## config.mk

```make
export PLATFORM = sky130hd
export DESIGN_NAME = matmul_sp_reader
export DESIGN_NICKNAME = d
export VERILOG_FILES = /design/src/rtl/matmul_sp_reader.sv
export SDC_FILE = /design/constraint.sdc
export NUM_CORES = 1
export LEC_CHECK = 0
export ABC_AREA = 0
export CORE_MARGIN = 1.5
export CORE_UTILIZATION = 42
export CTS_CLUSTER_DIAMETER = 200
export DETAILED_ROUTE_END_ITERATION = 6
export HOLD_SLACK_MARGIN = 0.06
export MAX_ROUTING_LAYER = met4
export PLACE_DENSITY = 0.77
export REMOVE_ABC_BUFFERS = 1
export SYNTH_ARGS = -nofsm -noshare
export SYNTH_HDL_FRONTEND = slang
export SYNTH_SLANG_ARGS = --single-unit
```

## constraint.sdc

```tcl
create_clock -name clk_i -period 2.7 [get_ports clk_i]
set_clock_uncertainty 0.1 [all_clocks]
set_input_delay 0.54 -clock clk_i [delete_from_list [all_inputs] [get_ports clk_i]]
set_output_delay 0.54 -clock clk_i [all_outputs]
set_load 0.005 [all_outputs]
```

## src/rtl/matmul_sp_reader.sv

```systemverilog
// APB initiator that reads a result matrix out of a matmul scratchpad into a flat image.
// Optional FLAGS register snapshot before the element reads: MATMUL_READBACK_FLAGS_EN.
module matmul_sp_reader #(
  parameter int unsigned DATA_WIDTH  = 32,
  parameter int unsigned BUS_WIDTH   = 16,
  parameter int unsigned MAX_DIM     = 4,
  parameter int unsigned ADDR_WIDTH  = 32,
  parameter int unsigned SP_NTARGETS = 4
) (
  input  logic                                 clk_i,
  input  logic                                 rst_ni,
  input  logic                                 start_i,
  input  logic [$clog2(SP_NTARGETS)-1:0]       sp_sel_i,
  input  logic [$clog2(MAX_DIM):0]             rows_i,
  input  logic [$clog2(MAX_DIM):0]             cols_i,
  output logic [ADDR_WIDTH-1:0]                paddr_o,
  output logic                                 psel_o,
  output logic                                 penable_o,
  output logic                                 pwrite_o,
  output logic [DATA_WIDTH-1:0]                pwdata_o,
  output logic [DATA_WIDTH/8-1:0]              pstrb_o,
  input  logic [DATA_WIDTH-1:0]                prdata_i,
  input  logic                                 pready_i,
  input  logic                                 pslverr_i,
  output logic [BUS_WIDTH*MAX_DIM*MAX_DIM-1:0] data_sp_o,
  output logic [DATA_WIDTH-1:0]                flags_o,
  output logic                                 busy_o,
  output logic                                 done_o,
  output logic                                 err_o
);

  localparam int unsigned SelW   = $clog2(SP_NTARGETS);
  localparam int unsigned DimW   = $clog2(MAX_DIM) + 1;
  localparam int unsigned IdxW   = $clog2(MAX_DIM * MAX_DIM);
  localparam int unsigned IdxLsb = 5 + SelW;

  typedef enum logic [1:0] {StIdle, StSetup, StAccess, StDone} state_e;

  state_e                               state_q;
  logic [SelW-1:0]                      sel_q;
  logic [DimW-1:0]                      rows_q, cols_q, i_q, j_q;
  logic [ADDR_WIDTH-1:0]                paddr_q;
  logic                                 psel_q, penable_q, busy_q, done_q, err_q;
  logic [BUS_WIDTH*MAX_DIM*MAX_DIM-1:0] data_q;

  logic            last_col, last_elem;
  logic [DimW-1:0] i_next, j_next;

  function automatic logic [DimW-1:0] clamp_dim(input logic [DimW-1:0] v);
    return (v > DimW'(MAX_DIM)) ? DimW'(MAX_DIM) : v;
  endfunction

  function automatic logic [IdxW-1:0] elem_idx(input logic [DimW-1:0] i, input logic [DimW-1:0] j);
    return IdxW'(i) * IdxW'(MAX_DIM) + IdxW'(j);
  endfunction

  // Layout: [4:0] SP region code, then SP select, then row-major element index.
  function automatic logic [ADDR_WIDTH-1:0] elem_addr(input logic [SelW-1:0] sel,
                                                      input logic [IdxW-1:0] idx);
    logic [ADDR_WIDTH-1:0] a;
    a = ADDR_WIDTH'(idx) << IdxLsb;
    a[IdxLsb-1:5] = sel;
    a[4:0] = 5'b10000;
    return a;
  endfunction

  assign last_col  = (j_q == cols_q - 1'b1);
  assign last_elem = last_col && (i_q == rows_q - 1'b1);
  assign j_next    = last_col ? '0 : j_q + 1'b1;
  assign i_next    = last_col ? i_q + 1'b1 : i_q;

`ifdef MATMUL_READBACK_FLAGS_EN
  localparam logic [ADDR_WIDTH-1:0] FlagsAddr = ADDR_WIDTH'(5'b01100);
  logic                  flags_phase_q;
  logic [DATA_WIDTH-1:0] flags_q;
  assign flags_o = flags_q;
`else
  logic unused_prdata;
  assign unused_prdata = ^prdata_i;
  assign flags_o = '0;
`endif

  always_ff @(posedge clk_i or negedge rst_ni) begin
    if (!rst_ni) begin
      state_q   <= StIdle;
      sel_q     <= '0;
      rows_q    <= '0;
      cols_q    <= '0;
      i_q       <= '0;
      j_q       <= '0;
      paddr_q   <= '0;
      psel_q    <= 1'b0;
      penable_q <= 1'b0;
      busy_q    <= 1'b0;
      done_q    <= 1'b0;
      err_q     <= 1'b0;
      data_q    <= '0;
`ifdef MATMUL_READBACK_FLAGS_EN
      flags_phase_q <= 1'b0;
      flags_q       <= '0;
`endif
    end else begin
      done_q <= 1'b0;
      unique case (state_q)
        StIdle: begin
          if (start_i) begin
            sel_q  <= sp_sel_i;
            rows_q <= clamp_dim(rows_i);
            cols_q <= clamp_dim(cols_i);
            i_q    <= '0;
            j_q    <= '0;
            data_q <= '0;
            err_q  <= 1'b0;
`ifdef MATMUL_READBACK_FLAGS_EN
            flags_phase_q <= 1'b1;
            paddr_q       <= FlagsAddr;
            psel_q        <= 1'b1;
            busy_q        <= 1'b1;
            state_q       <= StSetup;
`else
            if (rows_i == '0 || cols_i == '0) begin
              done_q  <= 1'b1;
              state_q <= StDone;
            end else begin
              paddr_q <= elem_addr(sp_sel_i, '0);
              psel_q  <= 1'b1;
              busy_q  <= 1'b1;
              state_q <= StSetup;
            end
`endif
          end
        end
        StSetup: begin
          penable_q <= 1'b1;
          state_q   <= StAccess;
        end
        StAccess: begin
          if (pready_i) begin
            penable_q <= 1'b0;
            if (pslverr_i) begin
              err_q   <= 1'b1;
              psel_q  <= 1'b0;
              busy_q  <= 1'b0;
              done_q  <= 1'b1;
              state_q <= StDone;
            end
`ifdef MATMUL_READBACK_FLAGS_EN
            else if (flags_phase_q) begin
              flags_q       <= prdata_i;
              flags_phase_q <= 1'b0;
              if (rows_q == '0 || cols_q == '0) begin
                psel_q  <= 1'b0;
                busy_q  <= 1'b0;
                done_q  <= 1'b1;
                state_q <= StDone;
              end else begin
                paddr_q <= elem_addr(sel_q, '0);
                state_q <= StSetup;
              end
            end
`endif
            else begin
              data_q[BUS_WIDTH*elem_idx(i_q, j_q) +: BUS_WIDTH] <= prdata_i[BUS_WIDTH-1:0];
              if (last_elem) begin
                psel_q  <= 1'b0;
                busy_q  <= 1'b0;
                done_q  <= 1'b1;
                state_q <= StDone;
              end else begin
                i_q     <= i_next;
                j_q     <= j_next;
                paddr_q <= elem_addr(sel_q, elem_idx(i_next, j_next));
                state_q <= StSetup;
              end
            end
          end
        end
        StDone: begin
          state_q <= StIdle;
        end
        default: state_q <= StIdle;
      endcase
    end
  end

  assign paddr_o   = paddr_q;
  assign psel_o    = psel_q;
  assign penable_o = penable_q;
  assign pwrite_o  = 1'b0;
  assign pwdata_o  = '0;
  assign pstrb_o   = '0;
  assign data_sp_o = data_q;
  assign busy_o    = busy_q;
  assign done_o    = done_q;
  assign err_o     = err_q;

endmodule

```

==> results of run 1 <==
[flip-flops by register name (all words and copies together) (netlist names)]
signal,count
cols_q,3
paddr_o,7
penable_o,1
sel_q,2
done_o,1
state_q,2
data_sp_o,256
busy_o,1
err_o,1
j_q,3
rows_q,3
i_q,3
[cell usage in the layout, fill, tap and decap left out, drive strengths merged, types with 9 or more instances in the layout]
master | synthesis | layout
o21ai | 47 | 47
dfrtp | 283 | 283
buf | 132 | 80
o31ai | 18 | 18
nor2 | 16 | 16
a32o | 64 | 64
clkbuf | 54 | 40
nor3 | 11 | 11
conb | 1 | 94
ha | 11 | 11
nand2 | 113 | 113
nand2b | 9 | 9
inv | 29 | 29
clkdlybuf4s50 | 0 | 295
a22o | 145 | 145
a21oi | 13 | 13
[final cells by class]
type,instances,area (sq um)
clock buffer,40,850
clock inverter,14,229
fill,2302,11800
inverter,29,109
multi-input combinational,619,4300
sequential,283,7080
tap,384,480
timing repair buffer,376,3770
[worst paths after layout]
check,to,cells after the start
min,paddr_o[4],1
max,data_sp_o[147],8
min in group asynchronous,paddr_o[4],2
min reg2reg,paddr_o[4],1
max reg2reg,data_sp_o[147],8
max in group asynchronous,data_sp_o[169],3
[through the flow]
| step | instances | hold slack, ns | utilization [%] | total power (W) | TNS (ns) |
|---|---|---|---|---|---|
| after detailed placement | 1690 | 0.359 | 54.9 | 0.00806 | 0 |
| final | 1745 | 0.367 | 58.8 | 0.0125 | 0 |
| after floorplan | 931 | 0.144 | - | 0.00634 | -29.39 |
| after global routing | 1745 | 0.394 | 58.8 | 0.0131 | -0.759 |
| after global placement | 1690 | 0.355 | 54.9 | 0.00795 | 0 |
| after CTS | 1745 | 0.373 | 58.7 | 0.0125 | 0 |
[metal layers]
metal | track usage [%] | vias to the layer above | share of wire [%]
li1 | - | 4144 | -
met1 | 31.7 | 4879 | 39
met2 | 42.0 | 443 | 48
met3 | 5.77 | 110 | 8.2
met4 | 9.96 | 0 | 4.4
met5 | - | - | 0
[power breakdown]
part / internal [W] / switching [W] / total, W
clock network: 0.00277 / 0.00169 / 0.00446
registers: 0.00451 / 0.000227 / 0.00474
logic: 0.00132 / 0.00199 / 0.00331
total: 0.00861 / 0.00391 / 0.0125
[cell families after synthesis]
logic type	Yosys count
flip-flops	283
AND/OR/NAND/NOR	190
AO/OA/AOI/OAI	305
XOR/XNOR	10
other	1
buffers and inverters	215
multiplexers	9
adder cells (fa/ha/maj)	11
[critical path, delay by kind of cell (launching register included)]
family	cells	cell delay (ns)
buffers and inverters	1	0.09
flip-flops	1	0.39
AND/OR/NAND/NOR	2	0.75
XOR/XNOR	1	0.19
adder cells (fa/ha/maj)	2	0.58
AO/OA/AOI/OAI	2	0.47
[what timing repair did]
| item | 4_1_cts | 5_1_grt |
|---|---|---|
| gates resized for setup | 0 | 5 |
| setup endpoints to repair | 0 | 75 |
| endpoints found under the hold margin | 75 | 0 |
| hold buffers | 1 | 0 |
==> flow_metrics.tcl, run 1 <==
set metrics [dict create \
    final_layout_size_suffix_gt1_share_pct 12.4 \
    place_area_sq_um 15700 \
    cts_setup_buffers 0 \
    synthAdderAreaFrac_pct 1.13 \
    endpoint_kind "register" \
    maxCapViolCount 0 \
    syn-instance-count 1024 \
    hold_start "paddr_o[4]" \
    timing.fmax_mhz 375 \
    gr-total-overflow 0 \
    core_sq_um 28600 \
    path_clk_slew_ns 0.06 \
    grt_max_degree 87 \
    die_area_sq_um 30100 \
    cp_data_required_time_ns 3.09 \
    cts-root-buf "clkbuf_16" \
    ir_worst_vdd_mv 0.494 \
    power-per-cell-area_nw_per_um2 744 \
    setup_violations 0 \
    synth_top_family_by_area "compound AO/OA/AOI/OAI gates" \
    drtIter0Drc 638 \
    num_io_pins 407 \
    reg2reg_from "j_q[2]" \
    num_rows 62 \
    rrSetupSlack_ns 0.03 \
    drv_slew 0 \
    critPathLaunch "j_q[2]" \
    path_class "register to register" \
    slowest_delay_ns 0.47 \
    muxShareOfSynthArea_pct 0.790 \
    async_flop_share_pct 100 \
    ys_warn_count 0 \
    tightestPinTransition_ns 0.708 \
    clk_latency_ns 0.55 \
    synth_top_area_cell "dfrtp_1" \
    numClockSinks 283 \
    worstHoldPathType "register to register" \
    synth_seq_area_share_pct 58.1 \
    ys_top_cells_by_count "dfrtp_1 (283), a22o_1 (145), nand2_1 (110)" \
    gp_congestion 0.914 \
    synth-seq-cells 283 \
    cts_inserted_buffers 30 \
    vias 9576 \
    ys_types 59 \
    p_leak_nw 7.69 \
    critPathMaxFanout 16 \
    netlist_area_sq_um 12200 \
    die_x_um 173 \
    drtPass1Iterations 5 \
    relSlewSlack_pct 52.8 \
    antenna_found_initial 0 \
    port_buffers 296 \
    synth_area_per_cell_sq_um 11.9 \
    nNetsFinal 1395 \
    critPathMostFrequentCell "ha_1" \
    cp-start-kind "register" \
    synth-main-ff-cell "dfrtp_1" \
    synth_xor_area_share_pct 1.03 \
    finalCritPeriodShare_pct 98.8 \
    htreeDepth 1 \
    finalInstanceArea_sq_um 16800 \
    setup_slack_ns 0.0325 \
    synth_edf_count 0 \
    viasPerCell 5.49 \
    synth_compound_area_share_pct 20.6 \
    yosysMostFrequentCell "dfrtp_1" \
    synth_area_leaders "dfrtp_1 (58%), a22o_1 (10%), buf_4 (6.0%), a32o_1 (5.3%), nand2_1 (3.4%)" \
    cp.arrival_ns 3.06 \
    status "finished, final reports clean" \
    grt_pass1_wl_um 58500 \
    post-dp-hpwl_um 25400 \
    grt_usage_pct 25.9 \
    rsz0062_at_grt "true" \
    syn_to_final_growth_pct 38.0 \
    cpMaxStageDelayCell "or3_4" \
    grt_pass1_vias 9664 \
    path_cells "ha_1, xor2_2, inv_2, ha_1, a31o_4, or3_4, nor2_8, a22o_1" \
    insertedDiodeCount 0 \
    start_util_pct 42.6 \
    drt-total-wl_um 38000 \
    ant_nets 0 \
    synthDominantCellAreaShare_pct 58.1 \
    cts_tree "built" \
    fp.dieH_um 173 \
    drc 0 \
    avgRoutedWirePerCell_um 21.8 \
    hold_viol 0 \
    synth-simple-area-share_pct 8.35 \
    post-place-ws_ns 0.0287 \
    max-clock-path-buffers 3 \
    fin_crit_ns 2.67 \
]
No activity file was read; power rests on OpenSTA's default activity.
==> run 2, diff against run 1 <==
==> constraint.sdc (replaced) <==
create_clock -name clk_i -period 2.7 [get_ports clk_i]
set_clock_uncertainty 0.1 [all_clocks]
set_input_delay 0.54 -clock clk_i [delete_from_list [all_inputs] [get_ports clk_i]]
set_output_delay 0.54 -clock clk_i [all_outputs]
set_load 0.05 [all_outputs]
==> results of run 2 <==
Same layout as run 1 (identical final DEF). Status: finished, final reports clean.
Main changes from that run: total power 0.0125 W -> 0.0134 W; worst IR drop on VDD 0.494 mV -> 0.507 mV
